[src/rtl/branch_resolve_stage_pkg.sv]
// Shared BPF jump / PC-select encodings and perf counter indices for the branch resolve stage.
package branch_resolve_stage_pkg;
  localparam logic [2:0] JMP_NONE = 3'd0;
  localparam logic [2:0] BPF_JA   = 3'd1;
  localparam logic [2:0] BPF_JEQ  = 3'd2;
  localparam logic [2:0] BPF_JGT  = 3'd3;
  localparam logic [2:0] BPF_JGE  = 3'd4;
  localparam logic [2:0] BPF_JSET = 3'd5;

  // Zero is reserved so stages can OR their PC_sel outputs together.
  localparam logic [2:0] PC_SEL_NONE     = 3'd0;
  localparam logic [2:0] PC_SEL_PLUS_1   = 3'd1;
  localparam logic [2:0] PC_SEL_PLUS_IMM = 3'd2;
  localparam logic [2:0] PC_SEL_PLUS_JT  = 3'd3;
  localparam logic [2:0] PC_SEL_PLUS_JF  = 3'd4;

  localparam int PERF_NUM     = 3;
  localparam int PERF_RETIRED = 0;
  localparam int PERF_TAKEN   = 1;
  localparam int PERF_STALL   = 2;
endpackage

[src/rtl/branch_resolve_stage_if.sv]
// Stage 1 -> stage 2 decoded-instruction handshake.
interface branch_resolve_stage_if #(
  parameter int ALU_SEL_W = 4,
  parameter int SEL_W     = 3,
  parameter int OFF_W     = 8
);
  logic                 valid_in;
  logic                 ready_out;
  logic [ALU_SEL_W-1:0] ALU_sel_in;
  logic [2:0]           jmp_type;
  logic [OFF_W-1:0]     jt_in, jf_in;
  logic                 PC_en_in, packet_mem_rd_en_in, regfile_wr_en_in, A_en_in, X_en_in;
  logic [1:0]           transfer_sz_in;
  logic                 regfile_sel_in;
  logic [SEL_W-1:0]     A_sel_in, X_sel_in;

  modport master (
    output valid_in, ALU_sel_in, jmp_type, jt_in, jf_in, PC_en_in, packet_mem_rd_en_in,
           regfile_wr_en_in, A_en_in, X_en_in, transfer_sz_in, regfile_sel_in, A_sel_in, X_sel_in,
    input  ready_out
  );
  modport slave (
    input  valid_in, ALU_sel_in, jmp_type, jt_in, jf_in, PC_en_in, packet_mem_rd_en_in,
           regfile_wr_en_in, A_en_in, X_en_in, transfer_sz_in, regfile_sel_in, A_sel_in, X_sel_in,
    output ready_out
  );
endinterface

[src/rtl/branch_resolve_stage_perf.sv]
// Saturating event counters for the branch resolve stage (used only with BRS_PERF_EN).
module brs_perf_counters #(
  parameter int CNT_W = 32,
  parameter int NUM   = 3
) (
  input  logic                      clk,
  input  logic                      rst,
  input  logic [NUM-1:0]            inc,
  output logic [NUM-1:0][CNT_W-1:0] cnt
);
  always_ff @(posedge clk or posedge rst) begin
    if (rst) cnt <= '0;
    else
      for (int i = 0; i < NUM; i++)
        if (inc[i] && (cnt[i] != {CNT_W{1'b1}})) cnt[i] <= cnt[i] + CNT_W'(1);
  end
endmodule

[src/rtl/branch_resolve_stage.sv]
// BPF stage 2: one-entry output slot, jump resolution from ALU flags, redirect flush/shadow squash.
// Optional perf counters under BRS_PERF_EN.
module branch_resolve_stage
  import branch_resolve_stage_pkg::*;
#(
  parameter int ALU_SEL_W    = 4,
  parameter int SEL_W        = 3,
  parameter int OFF_W        = 8,
  parameter int SHADOW_DEPTH = 2
`ifdef BRS_PERF_EN
  , parameter int CNT_W      = 32
`endif
) (
  input  logic                 clk,
  input  logic                 rst,
  input  logic                 eq, gt, ge, set,
  branch_resolve_stage_if.slave up,
  input  logic                 stage3_ready,
  output logic [ALU_SEL_W-1:0] ALU_sel,
  output logic [1:0]           transfer_sz,
  output logic                 regfile_sel,
  output logic [SEL_W-1:0]     A_sel_out, X_sel_out,
  output logic                 PC_en, packet_mem_rd_en, regfile_wr_en, A_en_out, X_en_out,
  output logic [2:0]           PC_sel,
  output logic                 valid,
  output logic                 flush
`ifdef BRS_PERF_EN
  , output logic [CNT_W-1:0]   perf_retired, perf_taken, perf_stall
`endif
);
  localparam logic [2:0] SHADOW_INIT = 3'(SHADOW_DEPTH);

  logic             slot_valid;
  logic [2:0]       jmp_q;
  logic [OFF_W-1:0] jt_q, jf_q;
  logic             pc_en_q, pm_rd_q, rf_wr_q, a_en_q, x_en_q;
  logic [2:0]       squash_cnt;
  logic [2:0]       sel_raw;
  logic             fire, accept, load;

  assign up.ready_out = !slot_valid || stage3_ready;
  assign accept       = up.valid_in && up.ready_out;
  // A flush-cycle arrival is dropped without consuming the shadow.
  assign load         = accept && (squash_cnt == 3'd0) && !flush;
  assign valid        = slot_valid;

  always @(*) begin
    sel_raw = PC_SEL_PLUS_1;
    case (jmp_q)
      BPF_JA:   sel_raw = PC_SEL_PLUS_IMM;
      BPF_JEQ:  sel_raw = eq  ? PC_SEL_PLUS_JT : PC_SEL_PLUS_JF;
      BPF_JGT:  sel_raw = gt  ? PC_SEL_PLUS_JT : PC_SEL_PLUS_JF;
      BPF_JGE:  sel_raw = ge  ? PC_SEL_PLUS_JT : PC_SEL_PLUS_JF;
      BPF_JSET: sel_raw = set ? PC_SEL_PLUS_JT : PC_SEL_PLUS_JF;
      default:  sel_raw = PC_SEL_PLUS_1;
    endcase
    fire             = slot_valid && stage3_ready;
    PC_en            = pc_en_q && fire;
    packet_mem_rd_en = pm_rd_q && fire;
    regfile_wr_en    = rf_wr_q && fire;
    A_en_out         = a_en_q  && fire;
    X_en_out         = x_en_q  && fire;
    PC_sel           = PC_en ? sel_raw : PC_SEL_NONE;
    // A zero offset lands on the next instruction, so no redirect is needed.
    flush            = PC_en && ((jmp_q == BPF_JA) ||
                                 ((sel_raw == PC_SEL_PLUS_JT) && (jt_q != '0)) ||
                                 ((sel_raw == PC_SEL_PLUS_JF) && (jf_q != '0)));
  end

  always_ff @(posedge clk or posedge rst) begin
    if (rst) begin
      slot_valid  <= 1'b0;
      squash_cnt  <= 3'd0;
      jmp_q       <= JMP_NONE;
      jt_q        <= '0;
      jf_q        <= '0;
      pc_en_q     <= 1'b0;
      pm_rd_q     <= 1'b0;
      rf_wr_q     <= 1'b0;
      a_en_q      <= 1'b0;
      x_en_q      <= 1'b0;
      ALU_sel     <= '0;
      transfer_sz <= '0;
      regfile_sel <= 1'b0;
      A_sel_out   <= '0;
      X_sel_out   <= '0;
    end else begin
      if (load) begin
        slot_valid  <= 1'b1;
        jmp_q       <= up.jmp_type;
        jt_q        <= up.jt_in;
        jf_q        <= up.jf_in;
        pc_en_q     <= up.PC_en_in;
        pm_rd_q     <= up.packet_mem_rd_en_in;
        rf_wr_q     <= up.regfile_wr_en_in;
        a_en_q      <= up.A_en_in;
        x_en_q      <= up.X_en_in;
        ALU_sel     <= up.ALU_sel_in;
        transfer_sz <= up.transfer_sz_in;
        regfile_sel <= up.regfile_sel_in;
        A_sel_out   <= up.A_sel_in;
        X_sel_out   <= up.X_sel_in;
      end else if (fire) begin
        slot_valid  <= 1'b0;
      end
      if (flush)                             squash_cnt <= SHADOW_INIT;
      else if (accept && squash_cnt != 3'd0) squash_cnt <= squash_cnt - 3'd1;
    end
  end

`ifdef BRS_PERF_EN
  logic [PERF_NUM-1:0]            perf_inc;
  logic [PERF_NUM-1:0][CNT_W-1:0] perf_cnt;

  assign perf_inc[PERF_RETIRED] = fire;
  assign perf_inc[PERF_TAKEN]   = flush;
  assign perf_inc[PERF_STALL]   = slot_valid && !stage3_ready;

  brs_perf_counters #(.CNT_W(CNT_W), .NUM(PERF_NUM)) u_perf (
    .clk (clk),
    .rst (rst),
    .inc (perf_inc),
    .cnt (perf_cnt)
  );

  assign perf_retired = perf_cnt[PERF_RETIRED];
  assign perf_taken   = perf_cnt[PERF_TAKEN];
  assign perf_stall   = perf_cnt[PERF_STALL];
`endif
endmodule

[src/flat_wrapper.sv]
// flat-port wrapper written by rule: the top's interface ports become plain ports
module branch_resolve_stage_flat import branch_resolve_stage_pkg::*;
#(
  parameter int ALU_SEL_W    = 4,
  parameter int SEL_W        = 3,
  parameter int OFF_W        = 8,
  parameter int SHADOW_DEPTH = 2

)
  (clk, rst, eq, gt, ge, set, stage3_ready, ALU_sel, transfer_sz, regfile_sel, A_sel_out, X_sel_out, PC_en, packet_mem_rd_en, regfile_wr_en, A_en_out, X_en_out, PC_sel, valid, flush, up_valid_in, up_ALU_sel_in, up_jmp_type, up_jt_in, up_jf_in, up_PC_en_in, up_packet_mem_rd_en_in, up_regfile_wr_en_in, up_A_en_in, up_X_en_in, up_transfer_sz_in, up_regfile_sel_in, up_A_sel_in, up_X_sel_in, up_ready_out);
  branch_resolve_stage_if #(.ALU_SEL_W(ALU_SEL_W), .SEL_W(SEL_W), .OFF_W(OFF_W)) up_i ();
  input  logic clk;
  input  logic rst;
  input  logic eq;
  input  logic gt;
  input  logic ge;
  input  logic set;
  input  logic stage3_ready;
  output logic [ALU_SEL_W-1:0] ALU_sel;
  output logic [1:0] transfer_sz;
  output logic regfile_sel;
  output logic [SEL_W-1:0] A_sel_out;
  output logic [SEL_W-1:0] X_sel_out;
  output logic PC_en;
  output logic packet_mem_rd_en;
  output logic regfile_wr_en;
  output logic A_en_out;
  output logic X_en_out;
  output logic [2:0] PC_sel;
  output logic valid;
  output logic flush;
  input wire logic [$bits(up_i.valid_in)-1:0] up_valid_in;
  input wire logic [$bits(up_i.ALU_sel_in)-1:0] up_ALU_sel_in;
  input wire logic [$bits(up_i.jmp_type)-1:0] up_jmp_type;
  input wire logic [$bits(up_i.jt_in)-1:0] up_jt_in;
  input wire logic [$bits(up_i.jf_in)-1:0] up_jf_in;
  input wire logic [$bits(up_i.PC_en_in)-1:0] up_PC_en_in;
  input wire logic [$bits(up_i.packet_mem_rd_en_in)-1:0] up_packet_mem_rd_en_in;
  input wire logic [$bits(up_i.regfile_wr_en_in)-1:0] up_regfile_wr_en_in;
  input wire logic [$bits(up_i.A_en_in)-1:0] up_A_en_in;
  input wire logic [$bits(up_i.X_en_in)-1:0] up_X_en_in;
  input wire logic [$bits(up_i.transfer_sz_in)-1:0] up_transfer_sz_in;
  input wire logic [$bits(up_i.regfile_sel_in)-1:0] up_regfile_sel_in;
  input wire logic [$bits(up_i.A_sel_in)-1:0] up_A_sel_in;
  input wire logic [$bits(up_i.X_sel_in)-1:0] up_X_sel_in;
  output wire logic [$bits(up_i.ready_out)-1:0] up_ready_out;
  assign up_i.valid_in = up_valid_in;
  assign up_i.ALU_sel_in = up_ALU_sel_in;
  assign up_i.jmp_type = up_jmp_type;
  assign up_i.jt_in = up_jt_in;
  assign up_i.jf_in = up_jf_in;
  assign up_i.PC_en_in = up_PC_en_in;
  assign up_i.packet_mem_rd_en_in = up_packet_mem_rd_en_in;
  assign up_i.regfile_wr_en_in = up_regfile_wr_en_in;
  assign up_i.A_en_in = up_A_en_in;
  assign up_i.X_en_in = up_X_en_in;
  assign up_i.transfer_sz_in = up_transfer_sz_in;
  assign up_i.regfile_sel_in = up_regfile_sel_in;
  assign up_i.A_sel_in = up_A_sel_in;
  assign up_i.X_sel_in = up_X_sel_in;
  assign up_ready_out = up_i.ready_out;
  branch_resolve_stage #(.ALU_SEL_W(ALU_SEL_W), .SEL_W(SEL_W), .OFF_W(OFF_W), .SHADOW_DEPTH(SHADOW_DEPTH)) u_core (.clk(clk), .rst(rst), .eq(eq), .gt(gt), .ge(ge), .set(set), .up(up_i), .stage3_ready(stage3_ready), .ALU_sel(ALU_sel), .transfer_sz(transfer_sz), .regfile_sel(regfile_sel), .A_sel_out(A_sel_out), .X_sel_out(X_sel_out), .PC_en(PC_en), .packet_mem_rd_en(packet_mem_rd_en), .regfile_wr_en(regfile_wr_en), .A_en_out(A_en_out), .X_en_out(X_en_out), .PC_sel(PC_sel), .valid(valid), .flush(flush));
endmodule
[config.mk]
export PLATFORM = sky130hd
export DESIGN_NAME = branch_resolve_stage_flat
export DESIGN_NICKNAME = d
export VERILOG_FILES = /design/src/rtl/branch_resolve_stage_pkg.sv /design/src/rtl/branch_resolve_stage_if.sv /design/src/rtl/branch_resolve_stage_perf.sv /design/src/rtl/branch_resolve_stage.sv /design/src/flat_wrapper.sv
export SDC_FILE = /design/constraint.sdc
export NUM_CORES = 1
export LEC_CHECK = 0
export ABC_AREA = 1
export CAP_MARGIN = 10
export CORE_MARGIN = 2
export CORE_UTILIZATION = 28
export CTS_BUF_LIST = sky130_fd_sc_hd__clkbuf_4
export DETAILED_ROUTE_END_ITERATION = 8
export GPL_ROUTABILITY_DRIVEN = 0
export GPL_TIMING_DRIVEN = 0
export MAX_ROUTING_LAYER = met4
export PLACE_DENSITY_LB_ADDON = 0.12
export SLEW_MARGIN = 5
export SYNTH_ARGS = -nofsm -noshare
export SYNTH_HDL_FRONTEND = slang
export SYNTH_SLANG_ARGS = --single-unit
[constraint.sdc]
create_clock -name clk -period 1.9 [get_ports clk]
set_clock_uncertainty 0.05 [all_clocks]
set_input_delay 0.38 -clock clk [delete_from_list [all_inputs] [get_ports clk]]
set_output_delay 0.38 -clock clk [all_outputs]
set_load 0.005 [all_outputs]
==> results.py <==
metrics = {
    "cts": {
        "clock_tree_from_tritoncts": "built",
        "cts.root.buffer_cell": "sky130_fd_sc_hd__clkbuf_4",
        "ctsLongestPathBuffers": 2,
        "cts.sink_count": 41,
        "cts_hold_repair.buffers": 0,
        "clk-insertion-delay-late_ns": 0.35,
        "h-tree-depth": 2,
        "tritoncts.num_buffers": 5,
        "cts.clk_slew.worst_paths_ns": 0.12,
    },
    "routing": {
        "detailroute.via_count": 1876,
        "drc": 0,
        "wl_cell_um": 12.8,
        "drt-vias-per-instance": 4.48,
        "wl_mm": 5.35,
        "drtIter0Drc": 64,
        "detailedRoute.firstPassIterationCount": 4,
        "antenna_violating_nets_post_route": 0,
    },
    "critical_path": {
        "timing.setup.critical_path_class": "register to output port",
        "critical_path.n_buffers_inverters": 6,
        "timing.reg2reg.setup_slack_ns": 0,
        "worstSetupStartpointType": "register",
        "timing.rr.start": "u_core.jmp_q[0]$_DFFE_PP0P_",
        "timing.critical_path.max_delay_family": "buffers and inverters",
        "critPathMostFrequentCell": "sky130_fd_sc_hd__buf_6",
        "worst_path_max_delay_cell": "sky130_fd_sc_hd__dfrtp_2",
        "path_cells": "inv_2, buf_6, nor3_4, inv_1, nand3_2, nand2_2, buf_6, inv_4, buf_6",
        "critical_path.max_fanout": 7,
        "worstSetupPathDepth": 9,
        "crit_path_max_incr_delay_ns": 0.49,
        "setup.worst_path.end_class": "output port",
        "critPathArrivalTime_ns": 1.70,
        "r2r_end": "u_core.jt_q[3]$_DFFE_PP0P_",
        "crit_required_ns": 1.47,
        "r2r.worst_path.cells": 13,
    },
    "global_route": {
        "grtUsageMet2": 0.218,
        "groute.layer.met1.usage": 0.211,
        "maximum_number_of_pins_on_one_net_before_global_route_repair": 33,
        "globalRouteOverflowTotal": 0,
        "first_global_vias": 1785,
        "grt_most_used_layer": "met2",
        "initial_antenna_violation_count": 0,
        "met3_usage_in_global_routing": 0.0398,
        "grt_first_pass_wirelength_mm": 8.69,
        "global_route_usage_over_all_layers": 0.151,
    },
    "floorplan": {
        "rows": 30,
        "dieHeight_um": 87.5,
        "floorplan.die_area_um2": 7650,
        "initial_core_util": 0.289,
        "floorplan.core_area_um2": 6760,
        "die_w_um": 87.5,
        "floorplan.io_pins": 69,
    },
    "timing": {
        "worst_slew_pin_slew_ns": 0.379,
        "rsz0062_at_grt": "true",
        "layout_setup_ws_ns": -0.229,
        "slew_viol_final": 0,
        "layout_min_cycle_time_ns": 2.13,
        "timing.final.setup_violations": 4,
        "final_count_of_hold_timing_violations": 0,
        "slew_headroom": 0.747,
        "max_freq_ghz": 0.470,
        "final.period_utilization": 1.12,
    },
    "finish": {
        "design.final.nets": 386,
        "drive_above_1_share": 0.186,
        "most_frequent_standard_cell_in_the_layout_excluding_fill_and_tap_cells": "sky130_fd_sc_hd__nand2_1",
        "layout.area.seq_um2": 1030,
        "syn2layout_area_growth_pct": 56.5,
        "fillers": 698,
        "antennaDiodeCount": 0,
        "postLayoutCellArea_um2": 3050,
        "fin_util": 0.452,
        "most-common-layout-cells": "86 x sky130_fd_sc_hd__nand2_1, 57 x sky130_fd_sc_hd__clkdlybuf4s50_1, 40 x sky130_fd_sc_hd__nand3_1",
        "multi_input_comb_area_um2": 827,
    },
    "logic_synthesis": {
        "synthCells": 247,
        "ys_ff_latch": 41,
        "ys_warn_count": 0,
        "postSynthNetCount": 294,
        "yosysSeqAreaShare": 0.526,
        "synthDistinctLibCells": 19,
        "synthesis.area_per_instance_um2": 7.90,
        "synth_area_um2": 1950,
    },
    "outcome": {
        "status": "finished, violations left",
        "violated_checks": "setup timing",
    },
    "run": {
        "cap_viol_max_count": 0,
    },
    "power": {
        "seq_power_share": 0.407,
        "static-leakage-power_nw": 1.54,
        "vdd_ir_drop_max_mv": 0.487,
        "p_clk_frac": 0.149,
        "switching_component_of_the_power_mw": 1.30,
        "switching_share": 0.350,
        "power.density_cell_area_nw_per_um2": 1220,
        "comb_power_share": 0.444,
        "cellInternalPower_mw": 2.41,
    },
    "placement": {
        "place_area_um2": 2750,
        "place_hpwl_mm": 3.69,
        "numPortBuffers": 68,
        "dp_worst_setup_slack_ns": -0.643,
    },
    "worst_hold_path": {
        "worst_min_delay_path_category": "input pin to async pin",
    },
}
## through the flow
step                cells  TNS (ns)  hold WS [ns]  power [mW]
CTS                   408    -0.529         0.200        3.59
detailed placement    396    -12.13         0.408        2.94
global placement      395    -29.65         0.404        2.92
floorplan             247         0         0.392        2.32
global route          419     -4.90         0.186        4.06
finish                419    -0.494         0.209        3.71
## sequential cells by signal, summed over array words and instances, names as in the netlist
name / count
u_core.jf_q: 8
u_core.jt_q: 8
u_core.ALU_sel: 4
u_core.A_sel_out: 3
u_core.X_sel_out: 3
u_core.jmp_q: 3
u_core.squash_cnt: 3
u_core.transfer_sz: 2
u_core.a_en_q: 1
u_core.pc_en_q: 1
u_core.pm_rd_q: 1
u_core.regfile_sel: 1
u_core.rf_wr_q: 1
u_core.valid: 1
u_core.x_en_q: 1
## power by group through the flow
stage          sequential [mW]  combinational (mW)  clock, mW
2_1_floorplan             1.46               0.860          0
3_3_place_gp              1.48                1.43          0
3_5_place_dp              1.48                1.46          0
4_1_cts                   1.51                1.50      0.583
5_1_grt                   1.56                1.87      0.628
6_report                  1.51                1.65      0.551
## worst max-delay path by stage
stage / to / startpoint
3_5_place_dp: flush / gt
2_1_floorplan: flush / u_core.jmp_q[1]$_DFFE_PP0P_
3_3_place_gp: flush / set
6_report: flush / u_core.jmp_q[0]$_DFFE_PP0P_
5_1_grt: flush / u_core.jmp_q[0]$_DFFE_PP0P_
4_1_cts: flush / u_core.jmp_q[1]$_DFFE_PP0P_
## per-layer routing
layer	vias up	routed length, µm
met2	51	2460
met4	0	59
met1	856	2530
met5	-	0
li1	963	-
met3	6	303
## Yosys cell counts
master	count	share of area
sky130_fd_sc_hd__a21oi_1	3	0.0077
sky130_fd_sc_hd__buf_1	1	0.0019
sky130_fd_sc_hd__buf_2	6	0.015
sky130_fd_sc_hd__buf_4	2	0.0077
sky130_fd_sc_hd__buf_6	4	0.023
sky130_fd_sc_hd__clkbuf_1	1	0.0019
sky130_fd_sc_hd__dfrtp_1	41	0.53
sky130_fd_sc_hd__ha_1	2	0.013
sky130_fd_sc_hd__inv_1	12	0.023
sky130_fd_sc_hd__inv_2	3	0.0058
sky130_fd_sc_hd__nand2_1	89	0.17
sky130_fd_sc_hd__nand2_2	2	0.0064
sky130_fd_sc_hd__nand3_1	43	0.11
sky130_fd_sc_hd__nand4_1	6	0.019
sky130_fd_sc_hd__nor2_1	26	0.050
sky130_fd_sc_hd__nor3_1	3	0.0077
sky130_fd_sc_hd__o21ai_0	1	0.0026
sky130_fd_sc_hd__o21ai_1	1	0.0026
sky130_fd_sc_hd__xor2_1	1	0.0045
## cells by family after synthesis
| logic type | after synthesis | share of synthesized area |
|---|---|---|
| xor gates and xnor gates | 1 | 0.00449 |
| buffers and inverters | 29 | 0.0789 |
| AOI/OAI and AO/OA | 5 | 0.0128 |
| and+or+nand+nor | 169 | 0.365 |
| adders and majority gates | 2 | 0.0128 |
| DFF | 41 | 0.526 |
## area by class of cell
type,count,area share
Buffer,13,0.0434
Clock buffer,5,0.0123
Clock inverter,2,0.0115
Inverter,15,0.0193
Multi-Input combinational cell,177,0.271
Sequential cell,41,0.337
Tap cell,80,0.0328
Timing Repair Buffer,86,0.273
## timing repair
action                                  CTS  global route
endpoints found under the setup margin   21            36
pin swaps                                 9            13
setup buffers                             5            10
cloned                                    1             1
resized for setup                        32            30
Power figures use the tool's default switching activity.
